`src/rtl/if_fetch_stage.sv`:
```
// Instruction-fetch stage: owns the PC, drives the instruction memory address and
// registers the returned big-endian word into the IF/ID register with stall/flush/redirect/halt control.
module if_fetch_stage #(
    parameter logic [31:0] RESET_PC  = 32'h0000_0000,
    parameter int          MEM_BYTES = 256
) (
    input  logic        clk,
    input  logic        rst_n,
    input  logic        stall,
    input  logic        flush,
    input  logic        redirectEn,
    input  logic [31:0] redirectAddr,
    input  logic        haltReq,
    input  logic        resumeReq,
    input  logic [31:0] instrIn,
    output logic [31:0] readAddress,
    output logic [31:0] ifidInstr,
    output logic [31:0] ifidPc,
    output logic [31:0] ifidPcPlus4,
    output logic        ifidValid,
    output logic        halted,
    output logic        misaligned,
    output logic [15:0] fetchCount
);

    localparam logic [31:0] ADDR_MASK = 32'(MEM_BYTES - 1);

    typedef enum logic [1:0] {
        BOOT   = 2'd0,
        RUN    = 2'd1,
        HALTED = 2'd2
    } state_t;

    state_t      state;
    logic [31:0] pc;
    logic [31:0] pc_plus4;
    logic [31:0] redirect_pc;

    // Masking keeps every PC bit above the memory size at zero, which also gives the wrap.
    assign pc_plus4    = (pc + 32'd4) & ADDR_MASK;
    assign redirect_pc = {redirectAddr[31:2], 2'b00} & ADDR_MASK;
    assign readAddress = pc;

    always_ff @(posedge clk or negedge rst_n) begin
        if (!rst_n) begin
            state       <= BOOT;
            pc          <= RESET_PC & ADDR_MASK;
            ifidInstr   <= 32'h0000_0000;
            ifidPc      <= 32'h0000_0000;
            ifidPcPlus4 <= 32'h0000_0000;
            ifidValid   <= 1'b0;
            halted      <= 1'b0;
            misaligned  <= 1'b0;
            fetchCount  <= 16'h0000;
        end else begin
            if (redirectEn) begin
                pc <= redirect_pc;
                if (redirectAddr[1:0] != 2'b00) begin
                    misaligned <= 1'b1;
                end
            end

            case (state)
                HALTED: begin
                    ifidInstr <= 32'h0000_0000;
                    ifidValid <= 1'b0;
                    if (resumeReq && !haltReq) begin
                        state  <= RUN;
                        halted <= 1'b0;
                    end
                end
                default: begin
                    state <= RUN;
                    if (redirectEn) begin
                        ifidInstr <= 32'h0000_0000;
                        ifidValid <= 1'b0;
                    end else if (state == RUN && haltReq) begin
                        // Halting stops the fetch on this very edge: PC holds, IF/ID drains.
                        state     <= HALTED;
                        halted    <= 1'b1;
                        ifidInstr <= 32'h0000_0000;
                        ifidValid <= 1'b0;
                    end else if (flush) begin
                        ifidInstr <= 32'h0000_0000;
                        ifidValid <= 1'b0;
                        if (!stall) begin
                            pc <= pc_plus4;
                        end
                    end else if (!stall) begin
                        ifidInstr   <= instrIn;
                        ifidPc      <= pc;
                        ifidPcPlus4 <= pc_plus4;
                        ifidValid   <= 1'b1;
                        pc          <= pc_plus4;
                        if (fetchCount != 16'hFFFF) begin
                            fetchCount <= fetchCount + 16'd1;
                        end
                    end
                end
            endcase
        end
    end

endmodule
```
`config.mk`:
```
export PLATFORM = sky130hd
export DESIGN_NAME = if_fetch_stage
export DESIGN_NICKNAME = d
export VERILOG_FILES = /design/src/rtl/if_fetch_stage.sv
export SDC_FILE = /design/constraint.sdc
export NUM_CORES = 1
export LEC_CHECK = 0
export BUFFER_PORTS_ARGS = -buffer_cell sky130_fd_sc_hd__buf_2
export CAP_MARGIN = 20
export CELL_PAD_IN_SITES_DETAIL_PLACEMENT = 0
export CELL_PAD_IN_SITES_GLOBAL_PLACEMENT = 1
export CORE_MARGIN = 5
export CORE_UTILIZATION = 39
export CTS_BUF_LIST = sky130_fd_sc_hd__clkbuf_16
export DETAILED_ROUTE_END_ITERATION = 10
export PLACE_DENSITY = 0.89
export SLEW_MARGIN = 20
export SYNTH_ARGS = -nofsm -noshare
export SYNTH_HDL_FRONTEND = slang
export SYNTH_SLANG_ARGS = --single-unit
```
`constraint.sdc`:
```
create_clock -name clk -period 2.7 [get_ports clk]
set_input_delay 0.54 -clock clk [delete_from_list [all_inputs] [get_ports clk]]
set_output_delay 0.54 -clock clk [all_outputs]
set_load 0.01 [all_outputs]
```
# == Word-level counts from Yosys, hierarchy flattened ==
# Index checks and enable logic that the tools add are counted.
# totals
ff_bits,125
latch_bits,0
ram_bits,0
mem_bits_ro,0
in_bits,71
out_inout_bits,147
wordCells,54
n_memories,0
# op_classes
addsub,2
mul,0
div,0
magnitude_cmp,0
n_eq_ne,6
shift,0
mux,23
bitwise,5
reduce_logical,9
# ops
operator,n
two-way mux 32 bit,10
adder 16 x 1 -> 16 bit (second input constant),1
inequality test 16 bit (second input constant),1
two-way mux 1 bit,9
adder 8 x 3 -> 8 bit (second input constant),1
two-way mux 2 bit,4
AND reduction 6 bit,1
inequality test 5 x 1 -> 1 bit (second input constant),1
inverter 1 bit,5
AND reduction 5 bit,1
nonzero test 2 bit,2
AND reduction 3 bit,1
equality test 2 x 1 -> 1 bit (second input constant),1
equality test 2 bit (second input constant),1
logical AND 1 bit,2
inequality test 2 x 1 -> 1 bit (second input constant),1
inequality test 2 bit (second input constant),1
AND reduction 2 bit,1
zero test 1 bit,1

# == Depth between registers and ports, before layout ==
# Gate-level depths: netlist (run 1).
# logic_depth
word_depth,5
ltp_mapped,7
depth_no_buf,5

# == Worst setup path before layout (run 1) ==
# OpenSTA, ideal clock, no wires.
# synth_timing
path_type,input to register
from,input redirectEn
to,register ifidPc[14]
setup_ns,0.125
arrival_ns,1.816
setup_slack_ns,0.759
cell_stages,6
path_buffers,3
cell_sequence,buf_6 -> nor2_1 -> nor4b_4 -> buf_6 -> buf_4 -> mux2_2
# synth_between
elab_chain_cells,2
# synth_rtl
item,line_no,rtl
"start, declared",11,"input logic redirectEn,"
inverter 1 bit (no source line),n/a,
AND reduction 5 bit (no source line),n/a,
"end signal, assigned",91,ifidPc <= pc;
"end, declared",18,"output logic [31:0] ifidPc,"
# No other way between the ends.
# A chain may end at the register's enable or synchronous reset.

# == Worst setup path in the final report (run 1) ==
# layout_timing
from,register state[1]
to,register fetchCount[1]
# layout_between
elab_chain_cells,4
word_cells_on_any_way,6
classes_between,2 x eq/ne; 2 x bitwise; 2 x reduce/logical
# layout_rtl
item,line_no,rtl
"start, declared",34,state_t state;
"start signal, assigned",46,state <= BOOT;
"start signal, assigned",68,state <= RUN;
"start signal, assigned",73,state <= RUN;
equality test 2 x 1 -> 1 bit,77,end else if (state == RUN && haltReq) begin
logical AND 1 bit,77,
inverter 1 bit (no source line),n/a,
AND reduction 6 bit (no source line) *,n/a,
"end signal, assigned",96,fetchCount <= fetchCount + 16'd1;
"end, declared",23,output logic [15:0] fetchCount
# Mark *: on every way between the ends. The rest lies on a longest branch, timed or not.

==> metrics.txt, run 1 <==
pin count of the biggest net entering global routing 56; f_max around 0.52 GHz; root buf cell clkbuf_16; share of cells above drive strength 1 between 40% and 50%; Post-CTS Hold Buffers 0; Hold WC Path Type in2async; Via density ~4.7; post-detail-place hpwl roughly 8400 µm; switching share of power 24.68%; worst r2r src state[1]; Routed WL 11450 µm; period utilization between 70% and 80%; drt first-iter violations 130; final hold viol count 0; Yosys warnings 0; Ant. Diodes 0; required time worst endpoint between 2 and 3 ns; clock share of power roughly 46%; number of max-cap violations 0; count of cell types in the netlist 32; drt first pass iters 4; die height 124.7 µm; vias in the first global route 3830; FF+latch count, synth approximately 120; largest fanout on the critical path 12; total grt overflow 0; CP peak stage delay about 0.40 ns; # IOs around 220; M3 GR Usage 6.089%; level count of the clock H-tree 4; switching power about 1.2 mW; status finished clean; TritonCTS clock tree built; area growth from synthesis to layout 29.22%; worst vdd ir between 0.0004 and 0.0005 V; slew margin rel. between 60% and 70%; Post-CTS Setup Bufs 0; post-place instance area about 6100 µm²; Die Area between 15000 and 20000 µm²; gr busiest metal met2; final instance area roughly 6600 µm²; commonest non-fill, non-tap cell in the layout buf_2; logic gate share of total power around 12%; Placeable Area approximately 13000 µm²; Max Transition Viols Final 0; DRC violations left 0; Pint roughly 3.6 mW; nets between 600 and 700; crit path from state[1]; first-pass GRT wire length about 20000 µm; clk_lat worst skew ~0.4 ns; CP arrival 2.23 ns; setup violators final 0; PwrDens 723.7 nW/µm²; CTS Buf Count 17; GRT Total Usage approximately 15%; routed length per placed instance roughly 15 µm; CTS Sinks ~120; average cell area after synthesis about 13 µm²; FP Rows 42; Worst path slowest cell dfrtp_1; Max Root-Sink Buffers 2; CP Launch Type register; Post-CTS Resized 0; met2 usage about a quarter; mapped cell area ~5100 µm²; routability cong. 0.8208; layout filler cell count ~1200; Crit Path Category reg2reg; post-layout minimum cycle time slightly below 2 ns; CP Capture Type register; Pleak about 3.6 nW; via count 3630; Reg clk slew, reported paths about 0.050 ns; DP Cell Count between 700 and 800; antenna-violating nets left 0; Post-Layout Cell Count about 770; initial cell density of the core approximately 39%; register area share after synthesis between 60% and 70%; met1 usage a little under a fifth; initial antenna violation count 3; final setup skew about 0.0048 ns; buffers added on ports approximately 170; Pwr Total roughly 4.8 mW; sequential power share 43.0%; Syn Inst Count 410; worst-margin pin slew slightly below 0.6 ns; most frequent cells in the layout buf_2, dfrtp_1, nor2_1; die width roughly 120 µm; worst-path cell chain and3b_1, nor4b_4, buf_4, o21a_1, mux2_2; RSZ-0062 raised after global routing false; setup TNS 0 ns
[Yosys cell counts]
library cell	count	area [µm²]
o31ai_1	1	7.510
ha_1	2	25.02
nand2_1	16	60.06
nand3b_4	1	20.02
mux2_2	36	405.4
buf_4	30	225.2
and3b_1	1	8.760
clkbuf_1	8	30.03
nor4b_4	1	23.77
nand4_1	6	37.54
o21a_1	1	7.510
xnor2_1	10	87.58
nand2b_1	3	18.77
o21ai_0	11	55.05
buf_6	3	33.78
o32ai_1	1	8.760
and4_1	4	35.03
nor2b_1	5	31.28
a21oi_1	7	35.03
nor2_1	44	165.2
nor3_2	1	10.01
a31oi_1	2	12.51
inv_1	3	11.26
conb_1	1	3.750
and2_1	24	150.1
nor4_2	1	12.51
buf_2	5	25.02
dfrtp_1	123	3078
xor2_1	9	78.83
mux2i_1	34	340.3
and3_1	5	31.28
nand3_1	11	55.05
[stage by stage]
step                setup WS [ns]  hold slack, ns  util (%)
floorplan                  0.7595          0.2444         -
global placement           0.5224          0.4449     46.34
detailed placement         0.4912          0.4721     46.34
CTS                        0.7499         0.03510     50.66
global route               0.6445         0.04908     50.66
finish                     0.7596         0.03855     50.66
[per-layer routing]
layer	vias to the layer above	wire length [µm]
li1	1683	-
met4	6	201
met3	27	856
met1	1779	4697
met5	-	39
met2	135	5655
[worst max-delay path, delay by kind of cell, from the launching register on]
family | cells | cell delay (ns)
buffers and inverters | 1 | 0.26
flip-flops | 1 | 0.40
AO/OA/AOI/OAI | 1 | 0.23
AND/OR/NAND/NOR | 2 | 0.60
multiplexers | 1 | 0.35
[registers in the layout (all words and copies together) (netlist names)]
register and count:
fetchCount 16, halted 1, ifidInstr 32, ifidPc 32
ifidPcPlus4 6, ifidValid 1, misaligned 1, readAddress 32
state 2
[cells by family (layout without fill, tap and decap cells)]
family / count (synthesis) / in the layout / share of synthesized area, %
buffers and inverters: 49 / 212 / 6.341
adders and majority gates: 2 / 2 / 0.4877
xor gates and xnor gates: 19 / 19 / 3.244
other: 1 / 24 / 0.07310
muxes: 70 / 70 / 14.54
and+or+nand+nor: 123 / 123 / 12.85
DFF: 123 / 123 / 60.00
AOI/OAI and AO/OA: 23 / 23 / 2.463
[power by group through the flow]
stage               clock network, mW  registers (mW)  logic (mW)
CTS                              2.23            2.06       0.563
detailed placement                  0            2.09       0.562
global route                     2.33            2.08       0.615
global placement                    0            2.09       0.549
finish                           2.18            2.06       0.553
floorplan                           0            2.13       0.278
[path summary, 6_finish.rpt]
kind,cells after the start,slack [ns],end
min in group clk,3,0.35,readAddress[3]
min reg2reg,1,0.49,misaligned
min,1,0.04,ifidPc[0]
max in group asynchronous,2,1.97,ifidPc[14]
max reg2reg,5,0.76,fetchCount[1]
max,5,0.76,fetchCount[1]
[area by class of cell]
class                           count  area, µm²  area share, %
Sequential cell                   123       3078          46.43
Multi-Input combinational cell    261       1813          27.35
Timing Repair Buffer              178      940.9          14.19
Clock buffer                       17      425.4          6.418
Tap cell                          176      220.2          3.322
Clock inverter                     14      140.1          2.114
Inverter                            3      11.26         0.1699
Power figures use the tool's default switching activity.
==> inputs of run 2 (changes only) <==
- ABC_AREA: default -> 1
- CORE_UTILIZATION: 39 -> 35
- PLACE_DENSITY: 0.89 -> 0.85
- clock period: 2.7 -> 2 ns (I/O delays scaled with it)
==> run 2 against run 1 <==
Global-route usage shrank 0.68 points. First-iteration DRC count grew 74%. Largest cell class unchanged. Highest routed layer unchanged. Largest power group unchanged. Final area grew 2.6%.
==> metrics.txt, run 2 <==
routed length per placed instance 13.41 µm; Synth Area in Simple Gates between 20% and 30%; Worst Hold End ifidInstr[28]; required time worst endpoint roughly 2.4 ns; RSZ-0062 raised after global routing false; layout filler cell count about 1500; setup violators final 0; Synth Area in Compound Gates 3.942%; FP Rows 44; Die Area 17510 µm²; via count 4164; TritonCTS clock tree built; Pleak approximately 3.8 nW; post-layout minimum cycle time ~1.7 ns; number of synthesized flops with an enable pin 0; Pwr Total around 6.6 mW; Max Root-Sink Buffers 2; CP Capture Type register; R2R Setup Slk 0.31 ns; gr busiest metal met2; met2 usage between 20% and 30%; period utilization 84.72%; worst vdd ir 0.0005417 V; setup TNS 0 ns; average cell area after synthesis roughly 8.9 µm²; mux share of post-synthesis cell area 0%; # IOs approximately 220; post-place instance area between 6000 and 7000 µm²; xor/xnor share of the synthesized area under 10%; CTS Buf Count 17; met1 usage between 10% and 20%; GRT Total Usage approximately 15%; Via density roughly 4.3; status finished clean; sum of buffers and inverters on the critical path 1; Yosys warnings 0; top cells by area, synth dfrtp_1, nand2_1, nor2_1, buf_4, inv_1; FF+latch count, synth ~120; vias in the first global route 4106; count of cell types in the netlist 30; Syn Inst Count roughly 590; antenna-violating nets left 0; DP Cell Count 927; Largest delay share family, worst path flip-flops; die height between 100 and 150 µm; largest family of logic cells by synthesized area simple AND/OR/NAND/NOR gates; post-detail-place hpwl 9197 µm; root buf cell clkbuf_16; number of max-cap violations 0; mapped cell area around 5200 µm²; Yosys top cell by area dfrtp_1; Hold Startpoint instrIn[28]; initial antenna violation count 1; area growth from synthesis to layout 29.91%; final instance area a little under 7000 µm²; async set-reset flop share out of synthesis 100.0%; Top FF cell, synth dfrtp_1; Post-Layout Cell Count 960; die width between 100 and 150 µm; final setup skew 0.01305 ns; drt first-iter violations approximately 230; worst-path cell chain ha_1, nand3_2, inv_1, nand3_2, o21ai_4, nand2_1, nand2_1; Crit Path Category reg2reg; share of cells above drive strength 1 roughly 29%; level count of the clock H-tree 4; Reg clk slew, reported paths about 0.060 ns; pin count of the biggest net entering global routing 68; clk_lat worst skew approximately 0.42 ns; initial cell density of the core between 30% and 40%; Placeable Area 14590 µm²; Post-CTS Setup Bufs 0; Max Transition Viols Final 0; first-pass GRT wire length roughly 21000 µm; most frequent cells in the layout nand2_1, buf_2, dfrtp_1; worst r2r src fetchCount[0]; Adder-Cell Fraction of Synth Area less than 1%; CTS Sinks approximately 120; drt first pass iters 4; Hold WC Path Type in2reg; FF-to-FF path depth 7; CP peak stage delay 0.45 ns; M3 GR Usage under 10%; f_max roughly 0.6 GHz; top cell type's share of synthesized area between 50% and 60%; largest fanout on the critical path 15; commonest non-fill, non-tap cell in the layout nand2_1; buffers added on ports 169; Place WS around 0.31 ns; Min-Delay Path Depth 3; nets about 840; register area share after synthesis between 50% and 60%; top-count cell post-synth nand2_1; DRC violations left 0; CP arrival between 2 and 2.5 ns; Ant. Diodes 0; Crit Reg-Reg Endpoint fetchCount[10]; Final WS setup slightly above 0.3 ns; final hold viol count 0; Worst path slowest cell dfrtp_1; Routed WL between 10000 and 15000 µm; Synth top cells by count nand2_1, dfrtp_1, nor2_1; CP Launch Type register; total grt overflow 0; PwrDens 965.0 nW/µm²; routability cong. ~0.76
run 2: worst register-to-register path, delay by kind of cell (launching register included):
family / cells / cell delay [ns]
compound gates: 1 / 0.40
fa+ha+maj: 1 / 0.23
buf+inv: 1 / 0.12
flops: 1 / 0.45
simple gates: 4 / 0.42
run 2: cell families after synthesis:
| logic type | after synthesis |
|---|---|
| simple gates | 324 |
| flops | 123 |
| buf+inv | 91 |
| compound gates | 37 |
| xor+xnor | 11 |
| fa+ha+maj | 2 |
| other cells | 1 |
run 2: power by group:
group | total (mW) | internal (mW) | switching, mW
registers | 2.78 | 2.64 | 0.138
clock network | 3.08 | 1.95 | 1.13
logic | 0.708 | 0.274 | 0.434
run 2: layout make-up:
| type | count | area (µm²) | share of cell area, % |
|---|---|---|---|
| clock buffers | 17 | 425.4 | 6.252 |
| clock inverters | 15 | 171.4 | 2.519 |
| inverters | 45 | 170.2 | 2.501 |
| multi-input cells | 398 | 1760 | 25.87 |
| flip-flops and latches | 123 | 3078 | 45.24 |
| well taps | 184 | 230.2 | 3.384 |
| repair buffers | 178 | 968.4 | 14.23 |
run 2: routing by layer:
metal  part of all wire [%]  vias to the layer above
met4                    1.5                        2
li1                       -                     2103
met5                   0.16                        -
met1                     45                     1908
met2                     44                      135
met3                    9.2                       16
run 2: through the flow:
stage               hold WS [ns]  utilization (%)
global placement          0.4318            42.48
detailed placement        0.4287            42.48
global route              0.1846            46.64
CTS                       0.1694            46.64
finish                    0.1950            46.64
floorplan                 0.1044                -
run 2: what timing repair did:
action | 4_1_cts | 5_1_grt
hold buffers | 1 | 0
gates resized for setup | 0 | 0
endpoints found under the hold margin | 20 | 0
run 2: worst max-delay path by stage:
stage                  start             end  slack, ns  cells after the start
4_1_cts        fetchCount[0]   fetchCount[6]       0.29                      7
3_3_place_gp   fetchCount[0]  fetchCount[10]       0.33                      7
3_5_place_dp   fetchCount[0]   fetchCount[6]       0.31                      7
5_1_grt        fetchCount[0]   fetchCount[6]       0.13                      7
6_report       fetchCount[0]  fetchCount[10]       0.31                      7
2_1_floorplan  fetchCount[0]   fetchCount[5]       0.46                      9
==> inputs of run 3 (changes only) <==
- clock period: 2 -> 1.7 ns (I/O delays scaled with it)
==> run 3 against run 2 <==
Final area grew 2.1%. Core utilization grew 0.99 points. Maximum frequency grew 10%.
==> metrics.txt, run 3 (same netlist as run 2, synthesis figures left out) <==
largest fanout on the critical path 15; CTS Sinks roughly 120; CP Capture Type register; CTS Buf Count 17; post-layout minimum cycle time about 1.5 ns; vias in the first global route ~4100; required time worst endpoint 2.01 ns; clk_lat worst skew roughly 0.41 ns; logic gate share of total power between 10% and 20%; GRT Total Usage between 10% and 20%; share of cells above drive strength 1 ~30%; area growth from synthesis to layout 32.68%; commonest non-fill, non-tap cell in the layout nand2_1; Die Area about 18000 µm²; pin count of the biggest net entering global routing between 60 and 70; final setup skew 0.005180 ns; Routed WL roughly 13000 µm; routability cong. roughly 0.77; period utilization roughly nine tenths; RSZ-0062 raised after global routing false; via count approximately 4300; buffers added on ports about 170; nets between 800 and 900; most frequent cells in the layout nand2_1, buf_2, dfrtp_1; drt first-iter violations 154; initial antenna violation count 1; Ant. Diodes 0; PwrDens roughly 1100 nW/µm²; number of max-cap violations 0; switching power 2.019 mW; setup violators final 0; routed length per placed instance around 13 µm; antenna-violating nets left 0; Pwr Total a little under 8 mW; Via density roughly 4.4; initial cell density of the core between 30 and 40%; layout filler cell count 1462; Max Root-Sink Buffers 2; FP Rows between 40 and 50; worst vdd ir ~0.00064 V; total grt overflow 0; final hold viol count 0; sequential power share roughly two fifths; Crit Path Category reg2reg; f_max approximately 0.65 GHz; CP arrival 1.84 ns; post-detail-place hpwl 9388 µm; Pint slightly below 6 mW; Placeable Area ~15000 µm²; setup TNS 0 ns; Reg clk slew, reported paths 0.06 ns; switching share of power 25.43%; Pleak between 3 and 4 nW; status finished clean; DRC violations left 0; first-pass GRT wire length approximately 21000 µm; # IOs 218; Max Transition Viols Final 0; drt first pass iters 4; die height 132.3 µm; CP Launch Type register; clock share of power ~48%; Hold WC Path Type in2reg; level count of the clock H-tree 4; TritonCTS clock tree built; die width between 100 and 150 µm; root buf cell clkbuf_16
-- run 3: cell count changes in the layout (fill, tap and decap cells not counted) --
| cell | delta |
|---|---|
| clkinvlp_4 | -1 |
| buf_4 | +8 |
| nor2_1 | -1 |
| buf_12 | +3 |
| inv_6 | +2 |
| ha_2 | +1 |
| bufinv_16 | +1 |
| clkinv_1 | -3 |
| ha_1 | -1 |
| nor2_2 | +1 |
| clkinv_4 | -1 |
-- run 3: timing repair --
action,4_1_cts,5_1_grt
resized for setup,0,2
hold buffers,1,0
endpoints found under the hold margin,25,0
buffers inserted,0,2
setup endpoints to repair,0,4
-- run 3: area by class of cell --
type | instances | area, µm² | area share, %
Timing Repair Buffer | 189 | 1089 | 15.66
Sequential cell | 123 | 3078 | 44.29
Multi-Input combinational cell | 398 | 1765 | 25.41
Inverter | 45 | 170.2 | 2.449
Tap cell | 184 | 230.2 | 3.313
Clock inverter | 13 | 191.4 | 2.755
Clock buffer | 17 | 425.4 | 6.122
-- run 3: per-stage QoR --
step	util (%)	area [µm²]	std cells	hold slack (ns)	worst slack, ns
2_1_floorplan	-	5324	612	0.04441	0.1565
3_3_place_gp	43.11	6290	936	0.3318	0.1315
3_5_place_dp	43.11	6290	936	0.3303	0.1195
4_1_cts	47.41	6917	967	0.1048	0.1113
5_1_grt	47.63	6949	969	0.1157	0.02949
6_report	47.63	6949	969	0.1286	0.1636
-- run 3: power groups by stage --
stage | Combinational [mW] | Clock, mW | Sequential, mW
6_report | 0.904 | 3.79 | 3.25
5_1_grt | 1.02 | 4.02 | 3.28
4_1_cts | 0.902 | 3.91 | 3.25
3_5_place_dp | 0.894 | 0 | 3.30
3_3_place_gp | 0.894 | 0 | 3.30
2_1_floorplan | 0.400 | 0 | 3.38
-- run 3: routing by layer --
layer / GRT usage (%) / wire (µm) / share of wire (%)
met5: 0 / 11 / 0.085
met4: 6.109 / 153 / 1.2
met3: 6.412 / 1176 / 9.1
met2: 21.48 / 5702 / 44
met1: 20.42 / 5903 / 46
-- run 3: path summary, 6_finish.rpt --
path / startpoint / end / slack, ns / cells past startpoint
worst max-delay path: fetchCount[1] / fetchCount[6] / 0.16 / 9
worst min-delay path: instrIn[27] / ifidInstr[27] / 0.13 / 3
worst max register to register: fetchCount[1] / fetchCount[6] / 0.16 / 9
worst min register to register: ifidInstr[22] / ifidInstr[22] / 0.46 / 2
max in group asynchronous: rst_n / ifidPc[20] / 0.69 / 3
min in group asynchronous: rst_n / readAddress[31] / 0.43 / 2
-- run 3: critical path: stages (launching register included) --
cell and delay [ns]:
dfrtp_1 0.39, ha_2 0.21, nand3_2 0.13, inv_1 0.12, nand3_2 0.11, nor2_2 0.15
nor2_4 0.06, buf_12 0.14, nand2_1 0.06, nand2_1 0.04
